**src/rtl/eq_pkg.sv**
```systemverilog
// Shared types and constants for the equalizer mix path.
package eq_pkg;

  localparam int unsigned NBANDS = 5;
  localparam int unsigned GAIN_W = 12;
  localparam int unsigned ACC_W  = 20;
  localparam int unsigned SAMP_W = 16;
  localparam int unsigned FRAC   = 11;

  localparam logic [GAIN_W-1:0]        UNITY   = 12'h800;
  localparam logic signed [SAMP_W-1:0] SAT_MAX = 16'sh7FFF;
  localparam logic signed [SAMP_W-1:0] SAT_MIN = 16'sh8000;

  typedef enum logic [2:0] {
    BAND_LP,
    BAND_B1,
    BAND_B2,
    BAND_B3,
    BAND_HP
  } band_e;

  typedef enum logic [2:0] {
    ST_IDLE,
    ST_MAC,
    ST_VOL_L,
    ST_VOL_R,
    ST_DONE
  } mix_state_e;

endpackage

```
**src/rtl/mix_mac.sv**
```systemverilog
// Signed operand times unsigned Q1.11 gain, floor-shifted back to integer scale.
module mix_mac
  import eq_pkg::*;
#(
  parameter int unsigned A_W = ACC_W,
  parameter int unsigned G_W = GAIN_W
) (
  input  logic signed [A_W-1:0] a,
  input  logic [G_W-1:0]        g,
  output logic signed [A_W+G_W:0] y
);

  logic signed [A_W+G_W:0] a_ext;
  logic signed [A_W+G_W:0] g_ext;
  logic signed [A_W+G_W:0] prod;

  always_comb begin
    a_ext = {{(G_W + 1){a[A_W-1]}}, a};
    g_ext = {{(A_W + 1){1'b0}}, g};
    prod  = a_ext * g_ext;
    y     = prod >>> FRAC;
  end

endmodule

```
**src/rtl/band_mixer.sv**
```systemverilog
// Five-band stereo mixer: per-band gain, channel sum, master volume, saturation,
// all through one shared multiplier sequenced by a small FSM.
module band_mixer
  import eq_pkg::*;
#(
  parameter int unsigned NBANDS = eq_pkg::NBANDS,
  parameter int unsigned GAIN_W = eq_pkg::GAIN_W,
  parameter int unsigned ACC_W  = eq_pkg::ACC_W
) (
  input  logic                           clk,
  input  logic                           rst_n,
  input  logic                           start,
  input  logic [NBANDS-1:0][15:0]        lft_band,
  input  logic [NBANDS-1:0][15:0]        rght_band,
  input  logic [NBANDS-1:0][GAIN_W-1:0]  band_gain,
  input  logic [GAIN_W-1:0]              volume,
  output logic [15:0]                    lft_out,
  output logic [15:0]                    rght_out,
  output logic                           vld,
  output logic                           busy
);

  localparam int unsigned PW       = ACC_W + GAIN_W + 1;
  localparam logic [3:0]  LAST_IDX = 4'(2 * NBANDS - 1);
  localparam logic signed [PW-1:0] HI = PW'(SAT_MAX);
  localparam logic signed [PW-1:0] LO = PW'(SAT_MIN);

  mix_state_e state_q, state_d;

  logic [3:0]                    idx;
  logic [NBANDS-1:0][15:0]       lft_sh, rght_sh;
  logic [NBANDS-1:0][GAIN_W-1:0] gain_sh;
  logic [GAIN_W-1:0]             vol_sh;
  logic signed [ACC_W-1:0]       acc_l, acc_r;
  logic [15:0]                   hold_l, hold_r;

  logic                    is_left;
  logic [2:0]              bsel;
  logic [15:0]             band_sel;
  logic signed [ACC_W-1:0] mul_a;
  logic [GAIN_W-1:0]       mul_g;
  logic signed [PW-1:0]    mul_y;
  logic [15:0]             sat_y;
  logic                    cap;

  // vld is still high in the first IDLE cycle after DONE; that blocks a start there.
  assign cap = (state_q == ST_IDLE) && start && !vld;

  always_ff @(posedge clk or negedge rst_n) begin
    if (!rst_n) state_q <= ST_IDLE;
    else        state_q <= state_d;
  end

  always_comb begin
    state_d = state_q;
    unique case (state_q)
      ST_IDLE:  if (cap) state_d = ST_MAC;
      ST_MAC:   if (idx == LAST_IDX) state_d = ST_VOL_L;
      ST_VOL_L: state_d = ST_VOL_R;
      ST_VOL_R: state_d = ST_DONE;
      ST_DONE:  state_d = ST_IDLE;
      default:  state_d = ST_IDLE;
    endcase
  end

  // Operand mux for the shared multiplier.
  always_comb begin
    is_left  = idx < 4'(NBANDS);
    bsel     = is_left ? idx[2:0] : 3'(idx - 4'(NBANDS));
    band_sel = is_left ? lft_sh[bsel] : rght_sh[bsel];
    mul_a    = '0;
    mul_g    = '0;
    unique case (state_q)
      ST_MAC: begin
        mul_a = {{(ACC_W - 16){band_sel[15]}}, band_sel};
        mul_g = gain_sh[bsel];
      end
      ST_VOL_L: begin
        mul_a = acc_l;
        mul_g = vol_sh;
      end
      ST_VOL_R: begin
        mul_a = acc_r;
        mul_g = vol_sh;
      end
      default: ;
    endcase
  end

  mix_mac #(.A_W(ACC_W), .G_W(GAIN_W)) u_mac (
    .a (mul_a),
    .g (mul_g),
    .y (mul_y)
  );

  always_comb begin
    if (mul_y > HI)      sat_y = SAT_MAX;
    else if (mul_y < LO) sat_y = SAT_MIN;
    else                 sat_y = mul_y[15:0];
  end

  always_ff @(posedge clk or negedge rst_n) begin
    if (!rst_n) begin
      idx      <= '0;
      lft_sh   <= '0;
      rght_sh  <= '0;
      gain_sh  <= '0;
      vol_sh   <= '0;
      acc_l    <= '0;
      acc_r    <= '0;
      hold_l   <= '0;
      hold_r   <= '0;
      lft_out  <= '0;
      rght_out <= '0;
      vld      <= 1'b0;
      busy     <= 1'b0;
    end else begin
      vld <= 1'b0;
      unique case (state_q)
        ST_IDLE: begin
          if (cap) begin
            lft_sh  <= lft_band;
            rght_sh <= rght_band;
            gain_sh <= band_gain;
            vol_sh  <= volume;
            acc_l   <= '0;
            acc_r   <= '0;
            idx     <= '0;
            busy    <= 1'b1;
          end
        end
        ST_MAC: begin
          if (is_left) acc_l <= acc_l + mul_y[ACC_W-1:0];
          else         acc_r <= acc_r + mul_y[ACC_W-1:0];
          idx <= idx + 4'd1;
        end
        ST_VOL_L: hold_l <= sat_y;
        ST_VOL_R: hold_r <= sat_y;
        ST_DONE: begin
          lft_out  <= hold_l;
          rght_out <= hold_r;
          vld      <= 1'b1;
          busy     <= 1'b0;
        end
        default: ;
      endcase
    end
  end

endmodule
```
**config.mk**
```make
export PLATFORM = sky130hd
export DESIGN_NAME = band_mixer
export DESIGN_NICKNAME = d
export VERILOG_FILES = /design/src/rtl/eq_pkg.sv /design/src/rtl/mix_mac.sv /design/src/rtl/band_mixer.sv
export SDC_FILE = /design/constraint.sdc
export NUM_CORES = 2
export LEC_CHECK = 0
export CAP_MARGIN = 0
export CORE_ASPECT_RATIO = 0.7
export CORE_UTILIZATION = 45
export CTS_CLUSTER_SIZE = 25
export DETAILED_ROUTE_END_ITERATION = 12
export HOLD_SLACK_MARGIN = 0.1
export PLACE_DENSITY = 0.66
export SYNTH_ARGS = -nofsm -noshare
export SYNTH_HDL_FRONTEND = slang
export SYNTH_SLANG_ARGS = --single-unit
```
**constraint.sdc**
```tcl
create_clock -name clk -period 30.4 [get_ports clk]
set_input_delay 7.6 -clock clk [delete_from_list [all_inputs] [get_ports clk]]
set_output_delay 7.6 -clock clk [all_outputs]
set_load 0.03 [all_outputs]
```
---- Yosys cells after proc, flatten, opt, wreduce, memory -nomap -nowiden ----
Index checks and enable logic that the tools add are counted.
word-level totals
  flip-flop bits (word level) ............. 345
  output and inout bits ................... 34
  word-level logic and storage cells ...... 82
cells by class
  reductions and logical operators ........ 13
  multiply operators ...................... 1
  $add $sub $neg .......................... 4
  mux-type cells .......................... 25
  equal/unequal tests ..................... 9
  order comparisons ....................... 4
operators with widths
  kind                  number
  $bmux 16 s3           2
  $mux 16               5
  $pmux 20 s2           2
  $mux 20               3
  $pmux 20 s3           1
  $add 20x20->20        2
  $bmux 12 s3           1
  $mul 20x13->33        1
  $pmux 12 s2           1
  $gt 22x16->1 const B  1
  $lt 22x16->1 const B  1
  $mux 12               1
  $pmux 3 s4            1
  $mux 3                3
  $ne 2x2->1 const B    4
  $pmux 4 s2            1
  $reduce_and 2->1      4
  $eq 3x2->1 const B    2
  $reduce_and 3->1      2
  $add 4x1->4 const B   1
  $eq 4x4->1 const B    1
  $lt 3x4->1 const B    1
  $lt 4x3->1 const B    1
  $mux 4                1
  other kinds (10)      13

---- Logic depth before layout (Yosys ltp) ----
  word-level depth ........................ 10
  mapped depth ............................ 52
  gate-level depth less buffers ........... 43

---- Modules after synthesis ----
Synthesis repeated with hierarchy kept, for this count alone.
unflattened totals
  cell total of the unflattened synthesis .. 2398
  area, all modules ....................... 25773.5 µm²
modules (own cells, without submodules)
  module      cells an instance  area an instance (µm²)  instances  sequential area each (µm²)
  band_mixer  1359               16892.5                 1          8633.3
  mix_mac     1039               8881.0                  1          0.0

---- Worst setup path after synthesis ----
No wires, ideal clock.
  kind .................................... flip-flop to flip-flop
  start ................................... reg idx[0]
  end ..................................... reg acc_l[18]
  arrival time ............................ 11673 ps
  library setup time ...................... 121 ps
  period minus slack after synthesis ...... 11794 ps
  setup slack ............................. 18606 ps
  cell stages (with the launch flop) ...... 50
  cells stage by stage .................... dfrtp_1 buf_6 buf_6 buf_4 buf_1 clkbuf_1 inv_1 ha_1 buf_2 nor2b_4 buf_6 nor2_1 xnor2_1 mux4_2 nor2b_1 a31oi_1 nor2_1 a21oi_1 [14 not listed] inv_1 a31oi_1 xnor2_1 inv_1 fa_1 nor2b_1 o21ai_0 a21boi_0 o21ai_0 a21boi_0 o21ai_0 a21boi_0 o21ai_0 a211oi_1 a2111oi_0 nor3_1 xor2_1 a22o_1
between the ends
  longest elaborated chain between the ends .. 10
  elaborated cells between the ends (all ways) .. 18
  classes of those cells .................. add/sub: 2; mul: 1; order compare: 1; eq/ne: 1; mux: 12; reduce/logical: 1
RTL lines
  item                                       line                                RTL
  start: declaration                         band_mixer.sv:30                    logic [3:0] idx;
  start signal: assignment                   band_mixer.sv:135                   idx <= idx + 4'd1;
  $lt 4x3->1 or $sub 3x3->3 (tied branches)  band_mixer.sv:68, band_mixer.sv:69
  $mux 3                                     band_mixer.sv:69                    bsel = is_left ? idx[2:0] : 3'(idx - 4'(NBANDS));
  $bmux 16 s3                                band_mixer.sv:70                    band_sel = is_left ? lft_sh[bsel] : rght_sh[bsel];
  $mux 16 (implied by the code)              band_mixer.sv:70
  $mux 16                                    band_mixer.sv:70
  $pmux 20 s3                                band_mixer.sv:73                    unique case (state_q)
  $mul 20x13->33                             mix_mac.sv:20                       prod = a_ext * g_ext;
  $add 20x20->20                             band_mixer.sv:133                   if (is_left) acc_l <= acc_l + mul_y[ACC_W-1:0];
  $mux 20                                    band_mixer.sv:133
  $pmux 20 s2                                band_mixer.sv:119                   unique case (state_q)
  end signal: assignment                     band_mixer.sv:133
  end: declaration                           band_mixer.sv:34                    logic signed [ACC_W-1:0] acc_l, acc_r;
Parallel ways exist; a longest one is shown, timed or not. The select of a mux whose other input is x is not followed.
A chain may end at the register's enable or synchronous reset.

---- Worst setup path after layout ----
  start ................................... reg idx[1]
  end ..................................... reg acc_l[18]
Same word-level chain as after synthesis.

==> flow_summary.json <==
{
  "syn_area_um2": 25700,
  "max-slew-margin-rel_pct": 13.5,
  "syn_to_final_growth_pct": 17.5,
  "cts_tree": "built",
  "holdPathEnd": "gain_sh[18]",
  "grt_max_degree": 116,
  "antenna_found_initial": 1,
  "final_hold_viol_count": 0,
  "drive_above_1_share_pct": 6.48,
  "crit_path_max_fanout": 45,
  "status": "complete, no violations",
  "detailed_place.area_um2": 29000,
  "dp_cells": 3793,
  "hp-start": "gain_sh[18]",
  "coreArea_um2": 55800,
  "yosysSeqAreaShare_pct": 33.6,
  "ys.warnings.count": 0,
  "cts-resized-gates": 0,
  "fin_nets": 3661,
  "cts_hold_buffers": 0,
  "dp_hpwl_um": 58000,
  "hold_path_class": "reg2reg",
  "drv_cap": 0,
  "finalCriticalPeriod_ns": 12.00,
  "ys_ff_latch": 345,
  "setup_viol": 0,
  "drcViolationCount": 0,
  "holdPathStages": 2,
  "crit_path_start_kind": "flop",
  "r2r-start": "idx[1]",
  "critPathKind": "reg2reg",
  "r2r_end": "acc_l[18]",
  "skew_ns": 0.0436,
  "dr.pass1.iters": 5,
  "postCtsSetupRepairBufs": 0,
  "grt_pass1_wl_um": 121000,
  "timing.setup.tns_ns": 0,
  "dieWidth_um": 288,
  "slowest_delay_ns": 1.04,
  "via_count": 20600,
  "fmax_ghz": 0.0833,
  "synth_ff_type": "dfrtp_1",
  "end_kind": "flop",
  "synth-edff-count": 0,
  "grt_pass1_vias": 21600,
  "numCtsBuffers": 36,
  "port_buffers": 268,
  "clock_path_buffers": 3,
  "finalNonFillerCells": 3856,
  "wl_per_cell_um": 19.4,
  "synth_nets": 3459,
  "syn_avg_cell_area_um2": 8.89,
  "crit_top_cell": "fa_1",
  "rows": 72,
  "synth_cell_types": 85,
  "async_flop_share_pct": 100,
  "multiInputGateArea_um2": 15300,
  "fin_area_um2": 30200,
  "ios": 269,
  "worst_r2r_path_depth": 37,
  "drt.antenna.violating_nets": 0,
  "critPathBufInv": 5,
  "grtUsageTotal_pct": 26.7,
  "tightest_slew_ns": 1.29,
  "place_congestion": 0.939,
  "cts_root_buffer": "clkbuf_16",
  "clk_latency_ns": 0.57,
  "cts_htree_levels": 2,
  "drt_iter0_drc": 1727,
  "crit_family": "compound AO/OA/AOI/OAI gates",
  "register_area_um2": 8640,
  "via_per_inst": 5.35,
  "diodes": 0,
  "clk_pin_slew_ns": 0.06,
  "final.period_utilization_pct": 39.5,
  "drv_slew": 0,
  "cts_sinks": 345,
  "reg2reg_setup_slack_ns": 18.40,
  "rsz0062_at_grt": "false",
  "start_util_pct": 46.1,
  "routed_wl_um": 74900,
  "cp_slowest_cell": "o21ai_1",
  "crit_arrival_ns": 12.45,
  "synth_cells": 2889,
  "dieArea_um2": 58100,
  "gr-total-overflow": 0,
  "cp.required_ns": 30.85,
  "fillers": 4992,
  "die_h_um": 202
}
==> worst max path at each step <==
stage	from	end	slack (ns)	cells after the start
CTS	idx[1]	acc_l[18]	18.36	37
finish	idx[1]	acc_l[18]	18.40	37
global placement	idx[1]	acc_l[18]	18.93	37
floorplan	idx[0]	acc_l[18]	18.61	49
global route	idx[1]	acc_l[18]	17.55	37
detailed placement	idx[1]	acc_l[18]	18.44	37
==> synth_stat cells (5+ instances only) <==
cell type / instances / area share [%]
a2111oi_0: 5 / 0.17
a211o_1: 5 / 0.17
a211oi_1: 9 / 0.26
a21boi_0: 5 / 0.15
a21o_1: 22 / 0.64
a21oi_1: 72 / 1.4
a221o_1: 5 / 0.19
a221oi_1: 6 / 0.20
a22o_1: 19 / 0.65
a22oi_1: 17 / 0.50
a31oi_1: 20 / 0.49
and2_1: 22 / 0.54
and3_1: 9 / 0.22
buf_1: 7 / 0.10
buf_2: 6 / 0.12
buf_6: 11 / 0.48
clkbuf_1: 106 / 1.5
dfrtp_1: 345 / 34
fa_1: 219 / 17
ha_1: 116 / 5.7
inv_1: 317 / 4.6
mux2_2: 33 / 1.4
mux2i_1: 24 / 0.94
mux4_2: 38 / 3.3
nand2_1: 964 / 14
nand2b_1: 23 / 0.56
nand3_1: 29 / 0.57
nand4_1: 5 / 0.12
nor2_1: 178 / 2.6
nor2b_1: 18 / 0.44
nor3_1: 11 / 0.21
o21ai_0: 64 / 1.2
o21ai_1: 11 / 0.21
o21ai_2: 5 / 0.17
o31ai_1: 6 / 0.18
or2_2: 5 / 0.12
or3_1: 7 / 0.17
xnor2_1: 33 / 1.1
xor2_1: 20 / 0.68
==> logic make-up after synthesis <==
logic type / count (synthesis) / share of synthesized area [%]
adder cells (fa/ha/maj): 335 / 22.7
multiplexers: 95 / 5.71
AO/OA/AOI/OAI: 321 / 8.81
AND/OR/NAND/NOR: 1287 / 20.3
XOR/XNOR: 54 / 1.87
flip-flops: 345 / 33.6
buffers and inverters: 452 / 7.01
==> tightest hold or removal path: stages (launching register included) <==
cell     delay [ns]
dfrtp_1        0.34
nand2_1        0.05
nand2_1        0.05
==> state kept, by name, summed over array words and instances (netlist names) <==
signal / flops
lft_sh: 80
rght_sh: 80
gain_sh: 60
acc_l: 20
acc_r: 20
hold_l: 16
hold_r: 16
lft_out: 16
rght_out: 16
vol_sh: 12
idx: 4
state_q: 3
busy: 1
vld: 1
==> cells in the final DEF, fill, tap and decap left out, drive strengths merged, types with 9 or more instances in the layout <==
cell type,count
dfrtp,345
and2,22
mux2,33
mux4,38
mux2i,24
fa,219
and3,9
nand2,965
a211oi,10
a22oi,17
a22o,19
nand3,30
inv,318
ha,116
o21ai,80
nand2b,23
nor2,178
a31oi,20
nor2b,19
a21oi,77
xor2,20
nor3,13
clkdlybuf4s50,267
buf,31
xnor2,34
clkbuf,54
a21o,23
==> area by class of cell <==
cell class	count	area share (%)
sequential	345	28.6
clock inverter	9	0.460
inverter	318	3.96
multi-input combinational	2092	50.7
clock buffer	54	3.54
tap	740	3.07
timing repair buffer	298	9.65
==> metal layers <==
metal	routed length (µm)	up-vias	GRT usage [%]
met2	31500	763	37.6
met4	1820	2	6.71
met1	35000	10200	40.6
met5	79	-	1.00
li1	-	9564	-
met3	6440	117	6.90
==> stage by stage <==
stage	utilization (%)	setup slack [ns]	hold WS, ns
floorplan	-	18.61	0.438
global placement	51.9	18.93	0.453
detailed placement	51.9	18.44	0.456
CTS	54.1	18.36	0.472
global route	54.1	17.55	0.489
finish	54.1	18.40	0.470
Power is left out: the tool's default activity adds up to more than one toggle a clock period on the data nets, which glitch-free logic cannot reach.
